===== config.mk =====
export PLATFORM = sky130hd
export DESIGN_NAME = bp_be_issue_queue
export DESIGN_NICKNAME = d
export VERILOG_FILES = /design/src/rtl/bp_be_issue_queue.sv
export SDC_FILE = /design/constraint.sdc
export NUM_CORES = 1
export LEC_CHECK = 0
export ABC_AREA = 1
export CORE_MARGIN = 2
export CORE_UTILIZATION = 35
export DETAILED_ROUTE_END_ITERATION = 10
export PLACE_DENSITY = 0.5
export SYNTH_ARGS = -nofsm -noshare
export SYNTH_HDL_FRONTEND = slang
export SYNTH_SLANG_ARGS = --single-unit

===== constraint.sdc =====
create_clock -name clk_i -period 15.1 [get_ports clk_i]
set_input_delay 1.51 -clock clk_i [delete_from_list [all_inputs] [get_ports clk_i]]
set_output_delay 1.51 -clock clk_i [all_outputs]
set_load 0.05 [all_outputs]

===== src/rtl/bp_be_issue_queue.sv =====
// bp_be_issue_queue: speculative in-order issue queue between the FE queue
// and the BE checker. Entries are issued through a speculative read pointer
// and freed only when committed through a separate commit pointer.
//
// Ports:
//   clk_i, reset_n_i          clock, asynchronous active-low reset
//   enq_data_i/enq_v_i        FE packet and valid
//   enq_ready_o               space available (not masked by clr_i)
//   issue_data_o/issue_v_o    oldest unissued entry and its valid
//   issue_yumi_i              consumer takes issue_data_o this cycle
//   deq_i                     commit (free) the oldest issued entry
//   roll_i                    rewind the read pointer to the commit pointer
//   clr_i                     discard all entries
//   count_o                   entries held (issued-uncommitted plus unissued)
//   credits_full_o/_empty_o   count_o == els_p / count_o == 0
module bp_be_issue_queue #(
  parameter  int unsigned entry_width_p = 64,
  parameter  int unsigned els_p         = 8,
  localparam int unsigned ptr_width_lp  = $clog2(els_p) + 1
) (
  input  logic                     clk_i,
  input  logic                     reset_n_i,
  input  logic [entry_width_p-1:0] enq_data_i,
  input  logic                     enq_v_i,
  output logic                     enq_ready_o,
  output logic [entry_width_p-1:0] issue_data_o,
  output logic                     issue_v_o,
  input  logic                     issue_yumi_i,
  input  logic                     deq_i,
  input  logic                     roll_i,
  input  logic                     clr_i,
  output logic [ptr_width_lp-1:0]  count_o,
  output logic                     credits_full_o,
  output logic                     credits_empty_o
);

  localparam int unsigned idx_width_lp = $clog2(els_p);
  localparam logic [ptr_width_lp-1:0] ptr_one_lp = ptr_width_lp'(1);
  localparam logic [ptr_width_lp-1:0] ptr_els_lp = ptr_width_lp'(els_p);

  logic [entry_width_p-1:0] r_mem [els_p];
  logic [ptr_width_lp-1:0]  r_wptr, r_rptr, r_cptr;
  logic [ptr_width_lp-1:0]  w_wptr_n, w_rptr_n, w_cptr_n;
  logic                     w_enq, w_yumi, w_deq;

  // Occupancy and status decode, all from registered pointers only.
  assign count_o         = r_wptr - r_cptr;
  assign enq_ready_o     = (count_o != ptr_els_lp);
  assign credits_full_o  = (count_o == ptr_els_lp);
  assign credits_empty_o = (count_o == '0);
  assign issue_v_o       = (r_rptr != r_wptr);
  assign issue_data_o    = r_mem[r_rptr[idx_width_lp-1:0]];

  // Illegal yumi/deq are masked so a protocol error cannot corrupt pointers.
  assign w_enq  = enq_v_i & enq_ready_o;
  assign w_yumi = issue_yumi_i & issue_v_o;
  assign w_deq  = deq_i & (r_cptr != r_rptr);

  // Next pointers: clear > roll > independent enq/yumi/deq.
  always_comb begin
    w_wptr_n = r_wptr;
    w_rptr_n = r_rptr;
    w_cptr_n = r_cptr;
    if (clr_i) begin
      w_wptr_n = '0;
      w_rptr_n = '0;
      w_cptr_n = '0;
    end else begin
      if (w_enq) w_wptr_n = r_wptr + ptr_one_lp;
      if (w_deq) w_cptr_n = r_cptr + ptr_one_lp;
      // Roll targets the post-deq commit pointer; a same-cycle yumi is dropped.
      if (roll_i)      w_rptr_n = w_cptr_n;
      else if (w_yumi) w_rptr_n = r_rptr + ptr_one_lp;
    end
  end

  // Pointer state.
  always_ff @(posedge clk_i or negedge reset_n_i) begin
    if (!reset_n_i) begin
      r_wptr <= '0;
      r_rptr <= '0;
      r_cptr <= '0;
    end else begin
      r_wptr <= w_wptr_n;
      r_rptr <= w_rptr_n;
      r_cptr <= w_cptr_n;
    end
  end

  // Storage array; contents are don't-care until written.
  always_ff @(posedge clk_i) begin
    if (w_enq && !clr_i) begin
      r_mem[r_wptr[idx_width_lp-1:0]] <= enq_data_i;
    end
  end

  // Protocol checks.
  a_deq_legal: assert property (@(posedge clk_i) disable iff (!reset_n_i)
    !(deq_i && (r_cptr == r_rptr)))
    else $error("bp_be_issue_queue: deq_i with no issued entry");

  a_yumi_legal: assert property (@(posedge clk_i) disable iff (!reset_n_i)
    !(issue_yumi_i && !issue_v_o))
    else $error("bp_be_issue_queue: issue_yumi_i without issue_v_o");

endmodule

=== Word-level counts from Yosys, hierarchy flattened ===
Memory sizes are Yosys's and may differ from the RTL's.
Cells that the tools add are included.
W data, S select, Z words.

* Flip-flop bits (word level): 12
* Bits in writable memories: 512
* Input bits: 71
* Word-level logic and storage cells: 29
* Memories: 1

{| class="wikitable"
|+ Memory list
! memory !! words !! width !! read ports !! clocked after Yosys merged registers in !! wr ports !! RTL line !! text
|-
| r_mem || 8 || 64 || 1 || 0 || 1 || 41 || <nowiki>logic [entry_width_p-1:0] r_mem [els_p];</nowiki>
|}

* Add/subtract/negate cells: 4
* Eq/ne operators: 4
* Muxes and demuxes: 9
* Bitwise operators: 3
* Reduce and logical (&&, ||, !) cells: 5

{| class="wikitable"
|+ Operators with widths
! operator !! count
|-
| $mux W4 || 7
|-
| $add A4 B1 Y4 const B || 3
|-
| $ne A4 B4 Y1 || 2
|-
| $eq A4 B4 Y1 const B || 1
|-
| $logic_not A4 Y1 || 1
|-
| $ne A4 B4 Y1 const B || 1
|-
| $sub A4 B4 Y4 || 1
|-
| $and A1 B1 Y1 || 3
|-
| $reduce_bool A3 Y1 || 1
|-
| $mux W1 || 2
|-
| $reduce_bool A2 Y1 || 1
|-
| $logic_and A1 B1 Y1 || 1
|-
| $logic_not A1 Y1 || 1
|}

=== Depth between registers and ports, before layout ===
Gate-level depths: netlist of the first run.

* Depth after elaboration: 6
* Gate-level depth with buffers: 13
* Mapped depth without buffers: 11

=== Worst setup path after synthesis of the first run ===
No wires, ideal clock.

* Path kind: register -> register
* From: reg r_wptr[0]
* To: mem r_mem[5][0] (enable)
* Arrival: 6.938 ns
* Required time: 14.535 ns
* Setup slack: 7.597 ns
* Stages on the path, launching flop included: 10
* Buffers on the path: 0
* Clock period less this slack: 7.503 ns
* Cells stage by stage: dfrtp_1 -> inv_1 -> ha_1 -> inv_1 -> fa_1 -> xor2_1 -> nor3_1 -> nand2_4 -> nand3_2 -> nor3_1

* Cells in the longest elaborated chain, start to end: 6

{| class="wikitable"
|+ RTL lines
! element !! RTL line !! text
|-
| from (decl) || 42 || <nowiki>logic [ptr_width_lp-1:0] r_wptr, r_rptr, r_cptr;</nowiki>
|-
| from (signal assigned) || 84 || <nowiki>r_wptr <= w_wptr_n;</nowiki>
|-
| $sub A4 B4 Y4 || 47 || <nowiki>assign count_o = r_wptr - r_cptr;</nowiki>
|-
| via count_o[2] || 32 || <nowiki>output logic [ptr_width_lp-1:0] count_o,</nowiki>
|-
| $ne A4 B4 Y1 || 48 || <nowiki>assign enq_ready_o = (count_o != ptr_els_lp);</nowiki>
|-
| via enq_ready_o || 25 || <nowiki>output logic enq_ready_o,</nowiki>
|-
| $and A1 B1 Y1 || 55 || <nowiki>assign w_enq = enq_v_i & enq_ready_o;</nowiki>
|-
| $logic_and A1 B1 Y1 || 92 || <nowiki>if (w_enq && !clr_i) begin</nowiki>
|-
| $mux W1 || 92 ||
|-
| $mux W1 (not written as such) || 93 || <nowiki>r_mem[r_wptr[idx_width_lp-1:0]] <= enq_data_i;</nowiki>
|-
| to (decl) || 41 ||
|}

The timed path passes the listed nets, and every way through them passes these cells.

=== Final worst setup path of the first run ===
* From: reg r_rptr[0]
* To: out issue_data_o[54]

* Cells in the longest elaborated chain, start to end: 1

{| class="wikitable"
|+ RTL lines
! element !! RTL line !! text
|-
| from (decl) || 42 ||
|-
| from (signal assigned) || 85 || <nowiki>r_rptr <= w_rptr_n;</nowiki>
|-
| $mem_v2 Z8 W64 || -- ||
|-
| to (decl) || 26 || <nowiki>output logic [entry_width_p-1:0] issue_data_o,</nowiki>
|}

No other way between the ends.

==> impl_metrics.ini, run 1 <==
[status]
status = complete, no violations

[place]
port_buffers = 142
globalplace.congestion = 0.709
dpl.cell_count = 2433
dpl_cell_area_um2 = 22800
place_hpwl_um = 25500
place_ws_ns = 9.13

[floorplanning]
die_area_um2 = 61000
io_pins = 143
die_h_um = 247
die_x_um = 247
coreArea_um2 = 58700
rows = 89
start_util_pct = 35.2

[sta]
slew_violations = 0
timing.fmax_mhz = 153
slew_headroom_pct = 23.4
rsz0062_at_grt = no
layout_min_cycle_time_ns = 6.53
tns_ns = 0
final-setup-viol-count = 0
period_share_pct = 43.3
layout_setup_ws_ns = 8.57
finalHoldViolations = 0
tightest_slew_ns = 1.15
whs_ns = 0.604
fin_skew_ns = 0.0265

[final_layout]
seqCellArea_um2 = 15700
finalInstanceArea_um2 = 24500
final_nets = 1796
syn2layout_area_growth_pct = 18.4
final_cells = 2536
multi_input_area_um2 = 4470
fill_cells = 5461
drive_above_1_share_pct = 6.53
fin_util_pct = 41.7

[clock_network]
tritoncts = built
cts_buffers = 56
cts_hold_buf = 0
clock-sinks = 524
clock_path_buffers = 3
cts_setup_buffers = 0
clk-insertion-delay-late_ns = 0.61
h-tree-depth = 2
cts_root_buffer = clkbuf_16
postCtsResizedCells = 0
clk_pin_slew_worst_paths_ns = 0.06

[detailed_routing]
routed_wl_um = 51700
vias = 12700
drtIter0Drc = 855
antenna_left = 0
dr_wl_met2_um = 25200
met3_wirelength_um = 2220
top_layer = met5
dr.pass1.iters = 5
route.detailed.drc = 0
viasPerCell = 5.03
wl_met1_um = 23400
wl_per_cell_um = 20.4

[global_routing]
grt_start_max_net_pins = 111
grt-ovfl-total = 0
grt_use_total_pct = 16.9
first_global_vias = 12500
antenna_found_initial = 4
grt_pass1_wl_um = 77300

[setup_path]
crit_path_top_delay_cell = buf_4
crit_path_max_fanout = 92
end_kind = primary output
path_cells = inv_6 > buf_4 > buf_4 > o21ai_0 > o22ai_1 > nand2_1 > nand2_1 > clkdlybuf4s50_1
cp.arrival_ns = 5.02
cp-startpoint = r_rptr[0]
crit_family = buffers and inverters
reg2reg_to = r_mem[7][10]
rr_startpoint = r_wptr[0]
slowest_delay_ns = 0.88
path_buf_inv = 4
r2r_slack_ns = 11.02
critPathLaunchType = flop
critical_path_class = flop to primary output
r2r_cells = 10
worstPathRequired_ns = 13.59

[power]
power_density_nw_per_um2 = 172
ir_worst_vdd_uv = 120
power.leakage_nw = 8.23
p_total_mw = 4.20

[yosys]
synth.largest_area_cell = edfxtp_1
synth.yosys.seq_area_share_pct = 75.9
ys_seq_elements = 524
ys_types = 32
synth_area_leaders = edfxtp_1, o21ai_0, nor2_1
syn-cell-area_um2 = 20700
syn-instance-count = 1599
synth.top_cell.area_share_pct = 74.4
ys.warnings.count = 0
syn_avg_cell_area_um2 = 12.9
syn-num-nets = 1677

[min_path]
hold_class = flop to flop
hold-path-cell-count = 2
worstHoldEndpoint = r_rptr[3]
hp-start = r_rptr[3]

[flow_run]
timing.max_cap.violations = 0
[synth_stat cells]
cell type	count
edfxtp_1	512
nor2_1	274
o21ai_0	247
nand2_1	243
o22ai_1	128
clkbuf_1	50
buf_2	31
inv_1	17
buf_4	14
o21ai_1	13
dfrtp_1	12
nand3_1	12
xor2_1	8
ha_1	6
a21oi_1	5
buf_1	3
nand4_1	3
nor3_1	3
buf_6	2
inv_2	2
nand2_2	2
nand2_4	2
clkbuf_2	1
clkbuf_4	1
fa_1	1
inv_4	1
nand3_2	1
nand3b_1	1
nand4_2	1
nor2_2	1
nor4_1	1
xnor2_1	1
[cell usage in the layout, fill, tap and decap left out, types with 3 or more instances in the layout]
cell type / count
a21oi_1: 5
buf_4: 21
clkbuf_1: 17
clkbuf_16: 58
clkdlybuf4s50_1: 142
clkinv_1: 13
clkinv_2: 11
dfrtp_1: 9
dfrtp_4: 3
edfxtp_1: 512
ha_1: 6
inv_1: 16
nand2_1: 243
nand3_1: 12
nand4_1: 3
nor2_1: 268
nor2_4: 6
o21ai_0: 247
o21ai_1: 13
o22ai_1: 128
xor2_1: 8
[layout make-up]
type	instances	share of cell area, %
sequential	524	64.1
clock inverter	27	0.660
multi-input combinational	953	18.3
clock buffer	75	6.19
antenna	1	0.0102
inverter	20	0.332
tap	773	3.95
timing repair buffer	163	6.46
[worst max path at each step]
stage / cells after the start / to / slack, ns
after floorplan: 9 / r_mem[5][0] / 7.60
after global placement: 8 / issue_data_o[1] / 9.14
after detailed placement: 8 / issue_data_o[54] / 9.13
after CTS: 8 / issue_data_o[54] / 8.49
after global routing: 8 / issue_data_o[63] / 8.21
final: 8 / issue_data_o[54] / 8.57
[per-layer routing]
layer | vias to the layer above | global-route usage [%]
met5 | - | 0
met4 | 6 | 4.11
met3 | 69 | 2.87
met2 | 235 | 28.5
met1 | 6381 | 22.5
li1 | 6057 | -
[power breakdown]
group | internal, mW | switching (mW)
sequential | 1.67 | 0.0376
combinational | 0.352 | 0.868
clock | 0.717 | 0.550
total | 2.74 | 1.46
[worst register-to-register path, delay by kind of cell (launching register included)]
family        cells  cell delay (ns)
xor+xnor          1             0.24
fa+ha+maj         2             0.56
buf+inv           3             1.10
flops             1             0.45
simple gates      4             1.35
[registers in the layout, summed over array words and instances, names as in the netlist]
name,flops
r_cptr,4
r_mem,512
r_rptr,4
r_wptr,4
[logic make-up (layout without fill, tap and decap cells)]
| group | after synthesis | in the layout | share of synthesized area, % |
|---|---|---|---|
| AOI/OAI and AO/OA | 393 | 393 | 10.3 |
| xor gates and xnor gates | 9 | 9 | 0.382 |
| adders and majority gates | 7 | 7 | 0.460 |
| buffers and inverters | 122 | 285 | 2.77 |
| DFF | 524 | 524 | 75.9 |
| other | 0 | 1 | 0 |
| and+or+nand+nor | 544 | 544 | 10.2 |
(Power assumes the default switching activity.)
==> run 2, diff against run 1 <==
Clock period 15.1 ns to 6.3 ns, I/O delays scaled along.
==> impl_metrics.ini, run 2 (synthesized netlist as in run 1, its figures left out) <==
[floorplanning]
rows = 89
io_pins = 143
die_area_um2 = 61000
die_h_um = 247
start_util_pct = 35.2
die_x_um = 247
coreArea_um2 = 58700

[clock_network]
cts_hold_buf = 0
cts_buffers = 55
postCtsResizedCells = 0
tritoncts = built
clock-sinks = 524
clk_pin_slew_worst_paths_ns = 0.06
cts_setup_buffers = 0
clock_path_buffers = 3
clk-insertion-delay-late_ns = 0.59
h-tree-depth = 2
cts_root_buffer = clkbuf_16

[place]
port_buffers = 142
dpl.cell_count = 2436
globalplace.congestion = 0.735
place_hpwl_um = 26000

[final_layout]
mostFrequentLayoutCell = edfxtp_1
largest_reg_flops = 512
syn2layout_area_growth_pct = 18.6
drive_above_1_share_pct = 6.36
final_nets = 1798
fill_cells = 5334
final_cells = 2536
layout_common_cells = edfxtp_1, nor2_1, o21ai_0

[power]
internal_power_mw = 6.58
power_frac_comb_pct = 29.4
p_total_mw = 10.0
p_seq_share_pct = 40.8
clockPowerShare_pct = 29.8
swShare_pct = 34.4
power.leakage_nw = 8.24
power.switching_mw = 3.46
power_density_nw_per_um2 = 410
ir_worst_vdd_uv = 224

[detailed_routing]
top_layer = met5
met3_wirelength_um = 2140
route.detailed.drc = 0
dr_wl_met2_um = 24800
routed_wl_um = 51700
drtIter0Drc = 842
wl_per_cell_um = 20.4
vias = 12600
viasPerCell = 4.98
antenna_left = 0
wl_met1_um = 23800
dr.pass1.iters = 5

[global_routing]
grt_use_total_pct = 16.8
grt_start_max_net_pins = 200
antenna_found_initial = 4
grt_pass1_wl_um = 77300
grt-ovfl-total = 0
first_global_vias = 12400

[sta]
rsz0062_at_grt = no
finalHoldViolations = 0
tns_ns = 0
whs_ns = 0.437
final-setup-viol-count = 0
tightest_slew_ns = 1.10
period_share_pct = 74.4
timing.fmax_mhz = 213
layout_min_cycle_time_ns = 4.68
slew_violations = 0
fin_skew_ns = 0.0186
slew_headroom_pct = 26.8

[setup_path]
reg2reg_to = r_mem[7][34]
crit_path_top_delay_cell = clkdlybuf4s50_1
crit_path_max_fanout = 130
critical_path_class = flop to primary output
cp.arrival_ns = 4.05
end_kind = primary output
rr_startpoint = r_wptr[0]
crit_family = buffers and inverters
path_cells = inv_6 > buf_12 > o21ai_0 > o22ai_1 > nand2_1 > nand2_1 > clkdlybuf4s50_1
path_depth = 7
critPathLaunchType = flop
cp-startpoint = r_rptr[0]
path_buf_inv = 3
worstPathRequired_ns = 5.67
r2r_cells = 10
slowest_delay_ns = 0.83
cp_common_cell = nand2_1
r2r_slack_ns = 2.46

[flow_run]
timing.max_cap.violations = 0

[min_path]
hold_class = input pin to asynchronous set/reset pin

[status]
status = complete, no violations
## run 2: worst reg2reg max path, cell delays in order (launching register included)
cell and delay, ns:
dfrtp_1 0.44, inv_1 0.25, ha_1 0.19, inv_1 0.06
fa_1 0.37, xor2_1 0.22, nor3_1 0.11, nand2_4 0.15
nand3_2 0.22, nor2_4 0.89, buf_4 0.56
## run 2: stage by stage
| stage | setup slack [ns] | area [um2] | util [%] |
|---|---|---|---|
| floorplan | -1.20 | 20700 | - |
| global placement | 2.22 | 22900 | 38.9 |
| detailed placement | 2.21 | 22900 | 38.9 |
| CTS | 1.55 | 24500 | 41.7 |
| global route | 1.34 | 24500 | 41.7 |
| finish | 1.62 | 24500 | 41.7 |
## run 2: final cells by class
cell class / instances / area [um2] / share of cell area (%)
diodes: 1 / 2.50 / 0.0102
clock buffers: 72 / 1440 / 5.88
clock inverters: 27 / 203 / 0.827
inverters: 20 / 81.3 / 0.332
multi-input cells: 953 / 4470 / 18.2
flip-flops and latches: 524 / 15700 / 64.0
well taps: 773 / 967 / 3.95
repair buffers: 166 / 1650 / 6.74
## run 2: per-layer routing
metal  vias up  GRT usage [%]
met4         6           4.70
met2       247           27.3
met5         -              0
met3        74           2.64
li1       6067              -
met1      6237           23.3
## run 2: how the worst max path moves through the flow
stage                        to  slack (ns)
6_report       issue_data_o[41]        1.62
5_1_grt        issue_data_o[41]        1.34
3_3_place_gp   issue_data_o[34]        2.22
3_5_place_dp   issue_data_o[34]        2.21
2_1_floorplan       r_mem[5][0]       -1.20
4_1_cts        issue_data_o[41]        1.55
## run 2: power by group through the flow
stage	clock network [mW]	logic [mW]	registers, mW
6_report	2.99	2.95	4.10
5_1_grt	3.20	3.19	4.11
4_1_cts	3.07	2.99	4.10
3_5_place_dp	0	2.99	4.17
3_3_place_gp	0	2.97	4.17
2_1_floorplan	0	1.99	4.13
==> run 3, diff against run 2 <==
Clock period 6.3 ns to 4.8 ns, I/O delays scaled along.
==> impl_metrics.ini, run 3 (synthesized netlist as in run 1, its figures left out) <==
[clock_network]
cts_setup_buffers = 0
clk-insertion-delay-late_ns = 0.61
clk_pin_slew_worst_paths_ns = 0.06
h-tree-depth = 2
cts_buffers = 55
cts_hold_buf = 0
cts_root_buffer = clkbuf_16
clock-sinks = 524
clock_path_buffers = 3
tritoncts = built
postCtsResizedCells = 0

[sta]
period_share_pct = 87.8
final-setup-viol-count = 0
tightest_slew_ns = 1.07
finalHoldViolations = 0
slew_violations = 0
timing.fmax_mhz = 237
tns_ns = 0
fin_skew_ns = 0.0220
rsz0062_at_grt = no
layout_min_cycle_time_ns = 4.21
whs_ns = 0.272
slew_headroom_pct = 29.0

[final_layout]
syn2layout_area_growth_pct = 18.9
fin_util_pct = 41.8
layout_common_cells = edfxtp_1, nor2_1, o21ai_0
largest_reg_flops = 512
mostFrequentLayoutCell = edfxtp_1
drive_above_1_share_pct = 6.57
final_nets = 1799
final_cells = 2539

[detailed_routing]
route.detailed.drc = 0
viasPerCell = 5.08
dr.pass1.iters = 5
wl_per_cell_um = 20.0
drtIter0Drc = 880
routed_wl_um = 50800
antenna_left = 0
vias = 12900

[global_routing]
antenna_found_initial = 3
grt_start_max_net_pins = 216
grt-ovfl-total = 0
grt_use_total_pct = 16.6
grt_pass1_wl_um = 77100
first_global_vias = 12700

[power]
power.leakage_nw = 8.27
ir_worst_vdd_uv = 294
power_density_nw_per_um2 = 534
p_total_mw = 13.1

[floorplanning]
coreArea_um2 = 58700
die_x_um = 247
rows = 89
start_util_pct = 35.2
die_h_um = 247
io_pins = 143
die_area_um2 = 61000

[setup_path]
cp.arrival_ns = 3.73
critPathLaunchType = flop
slowest_delay_ns = 0.83
end_kind = primary output
critical_path_class = flop to primary output
r2r_cells = 10
crit_path_top_delay_cell = clkdlybuf4s50_1
path_cells = buf_12 > o21ai_0 > o22ai_1 > nand2_1 > nand2_1 > clkdlybuf4s50_1
crit_path_max_fanout = 215
cp_common_cell = nand2_1
worstPathRequired_ns = 4.32

[place]
port_buffers = 142
place_hpwl_um = 25800
dpl.cell_count = 2437
globalplace.congestion = 0.747

[flow_run]
timing.max_cap.violations = 0

[min_path]
hold_class = input pin to asynchronous set/reset pin

[status]
status = complete, no violations
## run 3: cell count changes in the layout (fill, tap and decap cells not counted)
cell and delta:
buf_12 +5, buf_4 -4, bufinv_16 -2, clkbuf_1 -2, clkinv_1 +1, clkinv_2 +2, inv_6 +3, nor3_2 -2
nor3_4 +2
## run 3: final cells by class
cell class	count	area (um2)
fill	5380	34100
sequential	524	15700
multi-input combinational	953	4480
timing repair buffer	167	1720
clock buffer	70	1430
tap	773	967
clock inverter	31	179
inverter	20	85.1
antenna	1	2.50
## run 3: stage by stage
step	setup WS (ns)	cell area (um2)
global placement	1.21	22900
floorplan	-1.01	20700
detailed placement	1.20	22900
CTS	0.543	24600
finish	0.587	24600
global route	0.342	24600
## run 3: final timing paths
check / start / endpoint / slack (ns)
worst max-delay path: r_rptr[0] / issue_data_o[42] / 0.59
worst min-delay path: reset_n_i / r_cptr[3] / 0.27
worst max register to register: r_wptr[0] / r_mem[3][25] / 1.28
worst min register to register: r_rptr[3] / r_rptr[3] / 0.61
max in group asynchronous: reset_n_i / r_rptr[0] / 4.05
min in group clk_i: clr_i / r_cptr[3] / 0.59
## run 3: per-layer routing
metal | GRT usage (%) | routed length, um | vias up
li1 | - | - | 6062
met1 | 23.0 | 23900 | 6480
met2 | 27.2 | 23500 | 274
met3 | 2.81 | 2450 | 64
met4 | 4.36 | 832 | 6
met5 | 0 | 45 | -
## run 3: worst max-delay path: cells and delay by family, from the launching register on
kind	cells	cell delay, ns
buffers and inverters	2	1.43
AO/OA/AOI/OAI	2	0.42
AND/OR/NAND/NOR	2	0.23
flip-flops	1	0.78
## run 3: where the power goes
part	switching [mW]	internal [mW]	leakage, nW	total, mW
sequential	0.160	5.26	4.78	5.42
combinational	2.70	1.14	2.71	3.83
clock	1.71	2.15	0.782	3.86
